$ cat config.mk
export PLATFORM = sky130hd
export DESIGN_NAME = rp_lsu
export DESIGN_NICKNAME = d
export VERILOG_FILES = /design/src/rtl/rp_lsu.sv
export SDC_FILE = /design/constraint.sdc
export NUM_CORES = 1
export LEC_CHECK = 0
export CAP_MARGIN = 20
export CELL_PAD_IN_SITES_DETAIL_PLACEMENT = 1
export CELL_PAD_IN_SITES_GLOBAL_PLACEMENT = 2
export CORE_MARGIN = 5
export CORE_UTILIZATION = 34
export DETAILED_ROUTE_END_ITERATION = 7
export DONT_BUFFER_PORTS = 1
export GPL_TIMING_DRIVEN = 1
export PLACE_DENSITY_LB_ADDON = 0.2
export SYNTH_ARGS = -nofsm -noshare
export SYNTH_HDL_FRONTEND = slang
export SYNTH_SLANG_ARGS = --single-unit
$ cat constraint.sdc
create_clock -name clk -period 2.2 [get_ports clk]
set_clock_uncertainty 0.1 [all_clocks]
set_input_delay 0.22 -clock clk [delete_from_list [all_inputs] [get_ports clk]]
set_output_delay 0.22 -clock clk [all_outputs]
set_load 0.05 [all_outputs]
$ cat src/rtl/rp_lsu.sv
// Load/store unit: byte-lane steering, load extension, alignment checks, bus
// handshake with stall and an optional transfer timeout.
module rp_lsu #(
  parameter int XW  = 32,
  parameter int DAW = 32,
  parameter int DDW = 32,
  parameter int DSW = DDW / 8,
  parameter int TMO = 16
) (
  input  logic             clk,
  input  logic             rst,
  input  logic             req_vld,
  input  logic             req_wen,
  input  logic [DAW-1:0]   req_adr,
  input  logic [1:0]       req_siz,
  input  logic             req_uns,
  input  logic [XW-1:0]    req_wdt,
  output logic             stall,
  output logic             rsp_vld,
  output logic [XW-1:0]    rsp_rdt,
  output logic             mal,
  output logic             err,
  output logic             bud_req,
  output logic             bud_wen,
  output logic [DAW-1:0]   bud_adr,
  output logic [DSW-1:0]   bud_sel,
  output logic [DSW*8-1:0] bud_wdt,
  input  logic [DSW*8-1:0] bud_rdt,
  input  logic             bud_ack
);

  localparam int OW = $clog2(DSW);
  localparam int BW = $clog2(XW / 8);
  localparam int CW = (TMO > 1) ? $clog2(TMO) : 1;
  localparam logic [CW-1:0] TLAST = CW'(TMO - 1);

  typedef enum logic {IDLE = 1'b0, BUSY = 1'b1} state_t;

  state_t          state_reg, state_next;
  logic [CW-1:0]   cnt_reg, cnt_next;
  logic            cap_wen_reg;
  logic [DAW-1:0]  cap_adr_reg;
  logic [1:0]      cap_siz_reg;
  logic            cap_uns_reg;
  logic [XW-1:0]   cap_wdt_reg;

  logic            busy;
  logic            cur_wen;
  logic [DAW-1:0]  cur_adr;
  logic [1:0]      cur_siz;
  logic            cur_uns;
  logic [XW-1:0]   cur_wdt;
  logic [OW-1:0]   off;
  logic [2:0]      amask;
  logic            legal;
  logic            go;
  logic            mal_c;
  logic            active;
  logic [CW-1:0]   cnt_eff;
  logic            tmo_hit;

  // While BUSY the captured request drives the bus; in IDLE the live one does.
  assign busy    = (state_reg == BUSY);
  assign cur_wen = busy ? cap_wen_reg : req_wen;
  assign cur_adr = busy ? cap_adr_reg : req_adr;
  assign cur_siz = busy ? cap_siz_reg : req_siz;
  assign cur_uns = busy ? cap_uns_reg : req_uns;
  assign cur_wdt = busy ? cap_wdt_reg : req_wdt;
  assign off     = cur_adr[OW-1:0];

  always_comb begin
    case (cur_siz)
      2'd0:    amask = 3'd0;
      2'd1:    amask = 3'd1;
      2'd2:    amask = 3'd3;
      default: amask = 3'd7;
    endcase
  end

  assign legal   = (cur_siz <= 2'(BW)) && ((cur_adr[2:0] & amask) == 3'd0);
  assign go      = !busy && req_vld && legal;
  assign mal_c   = !busy && req_vld && !legal;
  assign active  = busy || go;
  assign cnt_eff = busy ? cnt_reg : '0;
  assign tmo_hit = (TMO != 0) && (cnt_eff == TLAST) && !bud_ack;

  // State register and request capture
  always_ff @(posedge clk or negedge rst) begin
    if (!rst) begin
      state_reg   <= IDLE;
      cnt_reg     <= '0;
      cap_wen_reg <= 1'b0;
      cap_adr_reg <= '0;
      cap_siz_reg <= 2'd0;
      cap_uns_reg <= 1'b0;
      cap_wdt_reg <= '0;
    end else begin
      state_reg <= state_next;
      cnt_reg   <= cnt_next;
      if (!busy && state_next == BUSY) begin
        cap_wen_reg <= req_wen;
        cap_adr_reg <= req_adr;
        cap_siz_reg <= req_siz;
        cap_uns_reg <= req_uns;
        cap_wdt_reg <= req_wdt;
      end
    end
  end

  // Next state; the counter includes the request cycle, so BUSY starts at 1.
  always_comb begin
    state_next = state_reg;
    cnt_next   = '0;
    case (state_reg)
      IDLE: begin
        if (go && !bud_ack && !tmo_hit) begin
          state_next = BUSY;
          cnt_next   = CW'(1);
        end
      end
      BUSY: begin
        if (bud_ack || tmo_hit) state_next = IDLE;
        else                    cnt_next   = cnt_reg + 1'b1;
      end
      default: state_next = IDLE;
    endcase
  end

  logic [DSW-1:0]   sel_base;
  logic [DSW*8-1:0] wdt_rep;
  logic [BW-1:0]    bi;
  logic [DSW*8-1:0] rdt_shift;
  logic [XW-1:0]    rdt_low;
  logic [XW-1:0]    rdt_ext;
  logic [6:0]       nbits;
  logic             sgn;

  always_comb begin
    case (cur_siz)
      2'd0:    sel_base = DSW'(8'h01);
      2'd1:    sel_base = DSW'(8'h03);
      2'd2:    sel_base = DSW'(8'h0F);
      default: sel_base = DSW'(8'hFF);
    endcase
  end

  // Each lane takes the request byte at (lane mod access size).
  always_comb begin
    wdt_rep = '0;
    bi      = '0;
    for (int i = 0; i < DSW; i++) begin
      bi = BW'(i) & amask[BW-1:0];
      wdt_rep[8*i +: 8] = cur_wdt[{bi, 3'b000} +: 8];
    end
  end

  assign rdt_shift = bud_rdt >> {off, 3'b000};
  assign rdt_low   = rdt_shift[XW-1:0];
  assign nbits     = 7'd8 << cur_siz;

  always_comb begin
    case (cur_siz)
      2'd0:    sgn = rdt_low[7];
      2'd1:    sgn = rdt_low[15];
      2'd2:    sgn = rdt_low[31];
      default: sgn = rdt_low[XW-1];
    endcase
  end

  genvar gi;
  generate
    for (gi = 0; gi < XW; gi++) begin : g_ext
      assign rdt_ext[gi] = (7'(gi) < nbits) ? rdt_low[gi] : (!cur_uns && sgn);
    end
  endgenerate

  // Outputs; held at zero while reset is asserted, independent of the clock.
  always_comb begin
    stall   = 1'b0;
    rsp_vld = 1'b0;
    rsp_rdt = '0;
    mal     = 1'b0;
    err     = 1'b0;
    bud_req = 1'b0;
    bud_wen = 1'b0;
    bud_adr = '0;
    bud_sel = '0;
    bud_wdt = '0;
    if (rst) begin
      bud_req = active && !tmo_hit;
      rsp_vld = active && bud_ack;
      stall   = active && !bud_ack && !tmo_hit;
      err     = active && tmo_hit;
      mal     = mal_c;
      bud_adr = {cur_adr[DAW-1:OW], {OW{1'b0}}};
      bud_wdt = wdt_rep;
      if (bud_req) begin
        bud_wen = cur_wen;
        bud_sel = sel_base << off;
      end
      if (rsp_vld && !cur_wen) rsp_rdt = rdt_ext;
    end
  end

endmodule
==> results by group <==
Run status
  • Status: finished, violations left
  • Violated checks: negative setup slack

Timing
  • Minimum clock period: 2880 ps
  • Max Fclk: 0.347 GHz
  • Period utilisation layout: 131%
  • RSZ-0062 raised after global routing: true
  • Fin. max-slew vios: 0
  • Setup TNS: -77780 ps
  • Final hold violations: 0
  • Final worst slack: -682 ps
  • Setup Viol. Count Final: 171

Floorplan
  • Die ar.: 17900 um2
  • Die H: 134 um
  • Die width: 134 um
  • Starting Density: 34.5%
  • Number of top-level pins: 210
  • Row Count: 45
  • CORE AREA: 15100 um2

CTS
  • Clock sinks: 73
  • Root Buffer: clkbuf_16
  • Total CTS buffers: 9
  • Clock slew at reported path FFs: 60 ps
  • Worst-Skew Late Latency: 330 ps
  • CTS tree: yes
  • H-tree lvl count: 3
  • Clock buffer depth: 2

Power
  • Pwr Density: 806 nW/um2
  • Pwr Total: 8.06 mW
  • P_leak: 4.16 nW
  • P_sw: 3.13 mW
  • Max IR drop VDD: 0.509 mV
  • Clock Power Share: 19.7%
  • Switching Fraction: 38.9%
  • Seq pwr share: 28.1%
  • Internal power: 4.92 mW
  • Combinational Power Share: 52.2%

GRT
  • Total Routing Usage GR: 24.4%
  • First-pass GRT wire length: 34100 um
  • Vias in the first global route: 5801
  • Initial antenna violation count: 0
  • Total grt overflow: 0
  • Largest net degree at the start of global routing: 74

Worst setup path
  • Crit. End Element: flop
  • WP data required: 2310 ps
  • Slowest cell on the critical path: or4b_4
  • Crit start category: flop
  • CP arrival: 2990 ps
  • Crit path kind: flop to flop
  • Critical-path cell list: mux2_4, buf_6, buf_6, a21oi_4, a31oi_4, or4b_4, buf_12, buf_16, mux2_2
  • Crit-path max FO: 6
  • Crit-path max cell delay: 640 ps
  • Most frequent CP cell: buf_6

Finish
  • Final nets: 856
  • Filler cells: 1424
  • Share of layout cells above drive strength 1: 58.8%
  • Commonest non-fill, non-tap cell in the layout: nand2_1
  • Layout area overhead: 91.9%
  • Inserted Diodes: 0
  • Most frequent cells in the layout: nand2_1, buf_12, mux2_2

Synthesis
  • #FFs+latches synth: 73
  • Synth area leader: dfrtp_1
  • EDFF count, synth: 0
  • Ys async rst share: 100%
  • Area contributors post-synth: dfrtp_1, mux2_2, mux2i_1, nand2_1, nor2b_1
  • Warnings from Yosys: 0
  • Post-Syn Instances: 530
  • Number of unique standard cell types used by synthesis: 45
  • Sequential share of the synthesized area: 35.1%
  • Area share of the largest cell type after synthesis: 35.1%
  • Post-Synthesis Cell Area: 5210 um2
  • Avg Cell Area, Syn: 9.83 um2
  • Prevailing post-synth register cell: dfrtp_1

Placed design
  • Hpwl dp: 13800 um
  • IO Port Bufs: 0
  • GPL Wtd Cong: 0.835

Route
  • Final wirelength: 24700 um
  • Residual DRC: 0
  • Initial DRT Pass Iterations: 4
  • Final ANT Viol Nets: 0
  • Via count: 5225
  • First DRT Iteration DRCs: 195
  • Routed wire per std cell: 26.2 um
  • Vias per Instance: 5.54

Worst hold path
  • Worst hold path type: primary input to flop

Job
  • Maxcap violations: 0
synthesized netlist by cell type (all sizes together) (4+ instances only):
cell and count:
nor2 43, and2 9, buf 19, mux2i 53, dfrtp 73, a21oi 18, nor2b 39, nor3 4
inv 5, clkbuf 23, a311oi 9, mux4 8, nand2 85, o211a 8, mux2 91, o21ai 10
a221oi 7
worst max-delay path: cells and delay by family (launching register included):
kind	cells	cell delay, ps
AO/OA/AOI/OAI	2	240
buffers and inverters	4	590
multiplexers	2	650
flip-flops	1	540
AND/OR/NAND/NOR	1	640
repair_timing:
| action | in CTS | in global routing |
|---|---|---|
| hold buffers | 71 | 0 |
| resized for setup | 21 | 102 |
| cloned | 3 | 6 |
| buffers inserted | 6 | 12 |
| endpoints found under the hold margin | 142 | 0 |
| pin swaps | 7 | 19 |
| endpoints found under the setup margin | 172 | 173 |
area by class of cell:
cell class                      instances  area [um2]  share of cell area, %
Inverter                                5        21.3                  0.213
Timing Repair Buffer                  250        3390                   33.9
Clock inverter                          5        81.3                  0.814
Clock buffer                           10         229                   2.29
Tap cell                              188         235                   2.35
Multi-Input combinational cell        412        4200                   42.1
Sequential cell                        73        1830                   18.3
cells by family (layout without fill, tap and decap cells):
kind of cell               count (synthesis)  count (layout)  share of synthesized area, %
AOI/OAI and AO/OA                         67              68                          9.42
DFF                                       73              73                          35.1
buffers and inverters                     47             270                          4.25
muxes                                    152             152                          34.2
and+or+nand+nor                          187             187                          16.4
adders and majority gates                  1               1                         0.240
other                                      1               2                        0.0720
xor gates and xnor gates                   2               2                         0.336
power by group through the flow:
stage,clock network (mW),registers [mW],logic [mW]
final,1.59,2.26,4.20
after global placement,0,2.14,3.45
after floorplan,0,2.09,2.40
after global routing,1.69,2.32,4.40
after detailed placement,0,2.20,3.55
after CTS,1.59,2.18,3.81
per-layer routing:
metal  global-route usage [%]  part of all wire, %  vias to the layer above
met5                        0                    0                        -
met1                     28.5                   38                     2699
li1                         -                    -                     2317
met3                     6.16                  5.2                       36
met4                     6.40                  1.9                        0
met2                     44.4                   55                      173
per-stage QoR:
| step | setup slack (ps) | instance area (um2) | utilization, % | cells | hold slack [ps] |
|---|---|---|---|---|---|
| 2_1_floorplan | -346 | 5990 | - | 531 | -176 |
| 3_3_place_gp | -295 | 8100 | 53.7 | 832 | -172 |
| 3_5_place_dp | -340 | 8100 | 53.7 | 832 | -173 |
| 4_1_cts | -632 | 9360 | 62.0 | 927 | 18.0 |
| 5_1_grt | -713 | 9990 | 66.2 | 943 | 45.9 |
| 6_report | -682 | 9990 | 66.2 | 943 | 24.4 |
path summary, 6_finish.rpt:
check                                     start                           to  slack (ps)  depth (start not counted)
max                              busy$_DFF_PN0_  cap_wdt_reg[13]$_DFFE_PN0P_        -680                          9
min                                     bud_ack         cnt_reg[1]$_DFF_PN0_          20                          2
max reg2reg                      busy$_DFF_PN0_  cap_wdt_reg[13]$_DFFE_PN0P_        -680                          9
min reg2reg                cnt_reg[0]$_DFF_PN0_         cnt_reg[0]$_DFF_PN0_         400                          1
max in group asynchronous                   rst               busy$_DFF_PN0_        1320                          2
min in group asynchronous                   rst  cap_adr_reg[13]$_DFFE_PN0P_         350                          2
(Power assumes the default switching activity.)
